## config.mk

```make
export PLATFORM = sky130hd
export DESIGN_NAME = yazmac_obegi_skorbord
export DESIGN_NICKNAME = d
export VERILOG_FILES = /design/src/rtl/yazmac_obegi_skorbord.sv
export SDC_FILE = /design/constraint.sdc
export NUM_CORES = 2
export LEC_CHECK = 0
export CORE_ASPECT_RATIO = 0.7
export CORE_MARGIN = 2
export CORE_UTILIZATION = 30
export CTS_CLUSTER_DIAMETER = 100
export DETAILED_ROUTE_END_ITERATION = 10
export GPL_TIMING_DRIVEN = 0
export PLACE_DENSITY_LB_ADDON = 0.08
export SYNTH_ARGS = -nofsm -noshare
export SYNTH_HDL_FRONTEND = slang
export SYNTH_SLANG_ARGS = --single-unit
```

## constraint.sdc

```tcl
create_clock -name clk_i -period 58.7 [get_ports clk_i]
set_input_delay 11.74 -clock clk_i [delete_from_list [all_inputs] [get_ports clk_i]]
set_output_delay 11.74 -clock clk_i [all_outputs]
set_load 0.01 [all_outputs]
```

## src/rtl/yazmac_obegi_skorbord.sv

```systemverilog
// yazmac_obegi_skorbord
//   Integer register file x0..x31 with a per-register pending-write
//   scoreboard. Decode reserves a destination at issue; writeback
//   writes data and releases one reservation.
//
// Ports
//   clk_i, rst_i          clock, asynchronous active-high reset
//   yazmaca_yaz_i         writeback write enable
//   hedef_yazmaci_i       writeback destination index
//   yazmac_veri_i         writeback data
//   kaynak1_i/kaynak2_i   read port indices
//   kaynakN_gecerli_i     decoded instruction uses source N
//   rezerve_et_i          decoded instruction issues and writes a register
//   rezerve_yazmac_i      destination to reserve
//   temizle_i             flush: clears every pending counter
//   kaynakN_veri_o        read data (write-through bypass from writeback)
//   kaynakN_mesgul_o      source N has an outstanding write
//   durdur_o              decode must hold; reservation not accepted
module yazmac_obegi_skorbord #(
   parameter int XLEN      = 32,
   parameter int SAYAC_BIT = 2
) (
   input  logic            clk_i,
   input  logic            rst_i,
   input  logic            yazmaca_yaz_i,
   input  logic [4:0]      hedef_yazmaci_i,
   input  logic [XLEN-1:0] yazmac_veri_i,
   input  logic [4:0]      kaynak1_i,
   input  logic [4:0]      kaynak2_i,
   input  logic            kaynak1_gecerli_i,
   input  logic            kaynak2_gecerli_i,
   input  logic            rezerve_et_i,
   input  logic [4:0]      rezerve_yazmac_i,
   input  logic            temizle_i,
   output logic [XLEN-1:0] kaynak1_veri_o,
   output logic [XLEN-1:0] kaynak2_veri_o,
   output logic            kaynak1_mesgul_o,
   output logic            kaynak2_mesgul_o,
   output logic            durdur_o
);

   localparam logic [SAYAC_BIT-1:0] SAYAC_MAX = '1;
   localparam logic [SAYAC_BIT-1:0] SAYAC_BIR = SAYAC_BIT'(1);

   logic [XLEN-1:0]      yazmac_q [32];
   logic [SAYAC_BIT-1:0] sayac_q  [32];
   logic [SAYAC_BIT-1:0] sayac_d  [32];

   logic yaz_gecerli;
   logic sayac_azalt;
   logic sayac_artir;
   logic rezerve_istek;
   logic doygun_durdur;
   logic azalt_k1, azalt_k2, azalt_rez;
   logic mesgul1, mesgul2;

   assign yaz_gecerli   = yazmaca_yaz_i & (hedef_yazmaci_i != 5'd0);
   assign sayac_azalt   = yaz_gecerli & (sayac_q[hedef_yazmaci_i] != '0);
   assign rezerve_istek = rezerve_et_i & (rezerve_yazmac_i != 5'd0);

   assign azalt_k1  = sayac_azalt & (hedef_yazmaci_i == kaynak1_i);
   assign azalt_k2  = sayac_azalt & (hedef_yazmaci_i == kaynak2_i);
   assign azalt_rez = sayac_azalt & (hedef_yazmaci_i == rezerve_yazmac_i);

   // A source whose last pending write lands this cycle is served by the
   // bypass, so only a count above one is busy in that case.
   assign mesgul1 = kaynak1_gecerli_i & (kaynak1_i != 5'd0) &
                    (azalt_k1 ? (sayac_q[kaynak1_i] > SAYAC_BIR) : (sayac_q[kaynak1_i] != '0));
   assign mesgul2 = kaynak2_gecerli_i & (kaynak2_i != 5'd0) &
                    (azalt_k2 ? (sayac_q[kaynak2_i] > SAYAC_BIR) : (sayac_q[kaynak2_i] != '0));

   // A saturated counter may still accept a reservation if a writeback
   // frees one slot on the same edge (inc and dec cancel).
   assign doygun_durdur = rezerve_istek & (sayac_q[rezerve_yazmac_i] == SAYAC_MAX) & ~azalt_rez;

   assign kaynak1_mesgul_o = ~rst_i & mesgul1;
   assign kaynak2_mesgul_o = ~rst_i & mesgul2;
   assign durdur_o         = ~rst_i & (mesgul1 | mesgul2 | doygun_durdur);
   assign sayac_artir      = rezerve_istek & ~durdur_o;

   always_comb begin
      kaynak1_veri_o = yazmac_q[kaynak1_i];
      kaynak2_veri_o = yazmac_q[kaynak2_i];
      if (yaz_gecerli && (hedef_yazmaci_i == kaynak1_i)) kaynak1_veri_o = yazmac_veri_i;
      if (yaz_gecerli && (hedef_yazmaci_i == kaynak2_i)) kaynak2_veri_o = yazmac_veri_i;
      // Bypass must not leak writeback data while reset is held.
      if (rst_i) begin
         kaynak1_veri_o = '0;
         kaynak2_veri_o = '0;
      end
   end

   always_comb begin
      for (int unsigned i = 0; i < 32; i++) begin
         sayac_d[i] = sayac_q[i];
         if (temizle_i) begin
            sayac_d[i] = '0;
         end else begin
            case ({sayac_artir && (rezerve_yazmac_i == 5'(i)),
                   sayac_azalt && (hedef_yazmaci_i == 5'(i))})
               2'b10:   sayac_d[i] = sayac_q[i] + SAYAC_BIR;
               2'b01:   sayac_d[i] = sayac_q[i] - SAYAC_BIR;
               default: sayac_d[i] = sayac_q[i];
            endcase
         end
      end
   end

   always_ff @(posedge clk_i or posedge rst_i) begin
      if (rst_i) begin
         for (int unsigned i = 0; i < 32; i++) begin
            yazmac_q[i] <= '0;
            sayac_q[i]  <= '0;
         end
      end else begin
         for (int unsigned i = 0; i < 32; i++) begin
            sayac_q[i] <= sayac_d[i];
         end
         if (yaz_gecerli) yazmac_q[hedef_yazmaci_i] <= yazmac_veri_i;
      end
   end

endmodule
```

* Yosys cells after proc, flatten, opt, wreduce, memory -nomap -nowiden *
Index checks and enable logic that the tools add are counted.
Widths: inputs -> output; s select.

storage, ports and cells
  flip-flop bits (word level) = 1088
  input port bits = 59
  output and inout bits = 67
  logic and storage cells = 489

cells by class
  add/subtract/negate cells = 64
  $lt $le $gt $ge = 7
  equality and inequality tests = 130
  muxes and demuxes = 91
  bitwise operators = 25
  reduce and logical (&&, ||, !) cells = 108

operator list
  cell                 number
  $bwmux 1024          1
  $bmux 32 s5          2
  $mux 32              9
  $demux 32 s5         1
  $eq 5x5->1 const B   32
  $pmux 2 s2           32
  $reduce_bool 3->1    32
  $eq 5x4->1 const B   16
  $mux 2               40
  $logic_and 1x1->1    67
  $eq 2x2->1 const B   33
  $add 2x1->2 const B  32
  $eq 2x1->1 const B   32
  $sub 2x1->2 const B  32
  $bmux 2 s5           4
  $eq 5x3->1 const B   8
  $ge 6x6->1 const B   4
  $not 5->6            4
  $eq 5x2->1 const B   4
  $reduce_bool 5->1    4
  $and 1x1->1          16
  $eq 5x5->1           3
  $eq 5x1->1 const B   2
  $logic_not 5->1      2
  other kinds (6)      13

* Depth between registers and ports, before layout *
  depth in word-level cells = 18
  depth in mapped cells = 13
  gate-level depth less buffers = 9

* Least setup slack after synthesis *
No wires, ideal clock.

  path kind = input -> output
  from = input rst_i
  to = output durdur_o
  data arrival time = 38.464 ns
  required time = 46.960 ns
  path slack = 8.496 ns
  stages = 5
  buffers on the path = 1
  cells stage by stage = inv_1 -> nand3_1 -> nor3_4 -> buf_12 -> or3_1

on the way
  word-level cells in the longest chain between the ends = 2

ends and longest elaborated chain
  what                line  source
  start: declaration  24    input logic rst_i,
  $not 1->1           78    assign durdur_o = ~rst_i & (mesgul1 | mesgul2 | doygun_durdur);
  $and 1x1->1         78
  end: declaration    39    output logic durdur_o

Every way passes these cells.

* Final worst setup path *
  from = input kaynak2_i[0]
  to = output kaynak2_veri_o[28]

on the way
  word-level cells in the longest chain between the ends = 6

ends and longest elaborated chain
  what                                         line  source
  start: declaration                           29    input logic [4:0] kaynak2_i,
  $not 5->6 (implied by the code)              83    kaynak2_veri_o = yazmac_q[kaynak2_i];
  $bmux 32 s5                                  83
  $mux 32 (implied by the code) (2 in series)  83
  $mux 32 *                                    85    if (yaz_gecerli && (hedef_yazmaci_i == kaynak2_i)) kaynak2_veri_o = yazmac_veri_i;
  $mux 32 *                                    87    if (rst_i) begin
  end: declaration                             36    output logic [XLEN-1:0] kaynak2_veri_o,

Mark *: on every way between the ends. The rest lies on a longest branch, timed or not. The select of a mux whose other input is x is not followed.

==> metrics.txt <==
outcome finished with violations; violated checks capacitance limit, slew limit; first-pass GRT wire length 420 mm; crit-path max FO 11; CP required 46.96 ns; CTS tree done; WL final 318 mm; die area 210000 µm²; adder-cell share of the synthesized area 0%; largest net degree at the start of global routing 116; global-route track usage on met3 10.0%; most common cell in the synthesized netlist dfrtp_1; CTS max path bufs 3; synth top area cells dfrtp_1, mux2_2, mux4_2; initial antenna violation count 48; Power Total 2.40 mW; Hold Crit Start yazmac_q[993]; Yosys reg bits 1088; worst-margin pin slew 1.62 ns; Max VDD drop 0.0251 mV; R2R Path Start sayac_q[22]; DP Worst Slack 29.02 ns; Net Count, Synth 4608; 1st-iter DRT viols 6646; worst path arrival time 18.05 ns; sequential power share 41.1%; max cap viols 15; Power Density 33.5 nW/µm²; Synth Area in Compound Gates 5.13%; synth warn 0; worst path cell trace clkdlybuf4s50_1, buf_6, buf_2, clkbuf_1, clkbuf_2, buf_2, mux2i_1, a21oi_1, nor2_1, o21ai_0, o211ai_1, a21oi_1, clkdlybuf4s50_1; Worst Reg-to-Reg Cells 10; Vias per Instance 6.03; crit path kind primary input to primary output; synthesized cell area 61900 µm²; Max Clock Freq 33.6 MHz; DR WL/cell 41.4 µm; hold path cells 1; hold slack 0.482 ns; Switching Fraction 31.2%; hold_buf cts 0; die extent in x 547 µm; clk root buf clkbuf_16; synthesized netlist cell count 4549; Worst path max stage delay 0.88 ns; post-synthesis async set-or-reset flop share 100%; slowest stage cell, crit path o21ai_0; GPL Wtd Cong 0.942; core area 205000 µm²; gr busiest metal met1; Tmin final 29.79 ns; share of layout cells above drive strength 1 39.3%; # placed instances 7432; worst relative slew slack -7.73%; setup violators final 0; Crit. End Element primary output; Syn Area/Cell 13.6 µm²; P_int 1.65 mW; Synth area leader dfrtp_1; final hold vios 0; combinational group share of total power 23.2%; P_leak 29.5 nW; Final Non-Filler Cells 7686; DRC 0; most used flip-flop cell after synthesis dfrtp_1; Seq/Total Area, Yosys 44.0%; total track usage 29.9%; Crit. Startpoint kaynak2_i[0]; WHS Endpoint yazmac_q[993]; EDFF count, synth 0; mux share of post-synthesis cell area 41.6%; Antenna Nets Post-Route 0; PnR worst setup slack 28.91 ns; period utilization 50.7%; xor/xnor cell area share of the yosys netlist 1.09%; Hold Path Class register to register; clk slew on worst S/H paths 0.06 ns; capturing point of the worst reg2reg path sayac_q[47]; std cell rows 139; H-tree levels 3; Die H 384 µm; Nets 4866; Setup Buffers After CTS 0; RSZ-0062 raised after global routing false; Layout area overhead 15.5%; Sw Pwr 749 µW; vias in the first global route 43600; worst skew pair latency 0.79 ns; Commonest cells post-synth dfrtp_1, mux2_2, mux4_2, clkbuf_1, mux2i_1; Clk pwr share 35.7%; post-synthesis simple-gate area fraction 5.05%; Setup Skew 0.0543 ns; largest family of logic cells by synthesized area multiplexers; initial core utilization 30.2%; crit start category primary input; Final Max Tran Viols 140; Post-DP HPWL 230 mm; # IOs 126; met1 Track Usage GR 45.1%; met2 usage 39.3%; CTS Buf Count 121; # port buffers 113; grt ovf 0; Via Count 46400; post-synth top area share 44.0%; 1st-pass router iterations 8; Yosys cell types 65; TritonCTS Sinks 1088; Resize count post-CTS 0; internal reg-to-reg setup slack 54.32 ns
## cell type report
class / count / area, µm²
Antenna cell: 22 / 55.1
Buffer: 483 / 2030
Clock buffer: 177 / 3640
Clock inverter: 54 / 726
Fill cell: 20000 / 133000
Inverter: 7 / 33.8
Multi-Input combinational cell: 2971 / 32800
Sequential cell: 1088 / 27200
Tap cell: 2749 / 3440
Timing Repair Buffer: 135 / 1600
## flip-flops by register name, indices dropped and copies added (netlist names)
register,flops
yazmac_q,1024
sayac_q,64
## cells by family after synthesis
group           after synthesis
simple gates                569
compound gates              478
flops                      1088
buf+inv                     490
xor+xnor                     77
mux                        1847
## layout by cell type (no fill, tap or decap), types with 8 or more instances in the layout
cell type        Yosys  final
nand3_1             40     40
dfrtp_1           1088   1088
mux2i_1            281    281
clkbuf_16            0    123
buf_6                3      8
clkbuf_1           334    307
clkbuf_2             0     47
a221oi_1            64     64
buf_2               15     50
nand2_1            123    123
a22oi_1             68     68
o21ai_0            110    110
buf_4                7      8
clkdlybuf4s50_1      0    113
bufinv_16            0     15
o211ai_1            67     67
buf_1              121     84
mux4_2             472    472
clkinv_2             0     28
xor2_1               8      8
and2_1              31     31
clkbuf_8             0     36
buf_16               0     13
o2111ai_1            8      8
nor2_1             243    243
a21oi_1             98     98
nor3_1              11      8
nor4_4              23     27
a211oi_1            33     33
mux2_1              34     34
xnor2_1             69     69
nor2b_1             41     41
diode_2              0     22
mux2_2            1060   1060
## worst max-delay path by stage
stage | slack (ns) | to
3_5_place_dp | 29.02 | kaynak2_veri_o[20]
4_1_cts | 29.02 | kaynak2_veri_o[20]
6_report | 28.91 | kaynak2_veri_o[28]
2_1_floorplan | 8.50 | durdur_o
5_1_grt | 28.92 | kaynak2_veri_o[20]
3_3_place_gp | -7.09 | durdur_o
## power by group through the flow
stage	sequential [mW]	clock, mW	combinational, mW
floorplan	0.963	0	0.352
global placement	0.995	0	0.532
detailed placement	0.994	0	0.541
CTS	0.981	0.867	0.543
global route	1.00	0.895	0.576
finish	0.987	0.856	0.556
## per-stage QoR
step / area (µm²) / TNS, ns / util (%)
after floorplan: 61900 / 0 / -
after global placement: 66500 / -1091.29 / 32.4
after detailed placement: 67100 / 0 / 32.7
after CTS: 71500 / 0 / 34.9
after global routing: 71500 / 0 / 34.9
final: 71500 / 0 / 34.9
## routing by layer
layer,routed length (µm),up-vias
met5,207,-
met4,11000,8
met3,37500,511
met2,123000,2680
met1,147000,25300
li1,-,17900
## worst max-delay path, delay by kind of cell
| kind | cells | cell delay (ns) |
|---|---|---|
| simple gates | 1 | 0.07 |
| buf+inv | 7 | 4.20 |
| compound gates | 4 | 1.82 |
| mux | 1 | 0.16 |
(Power assumes the default switching activity.)
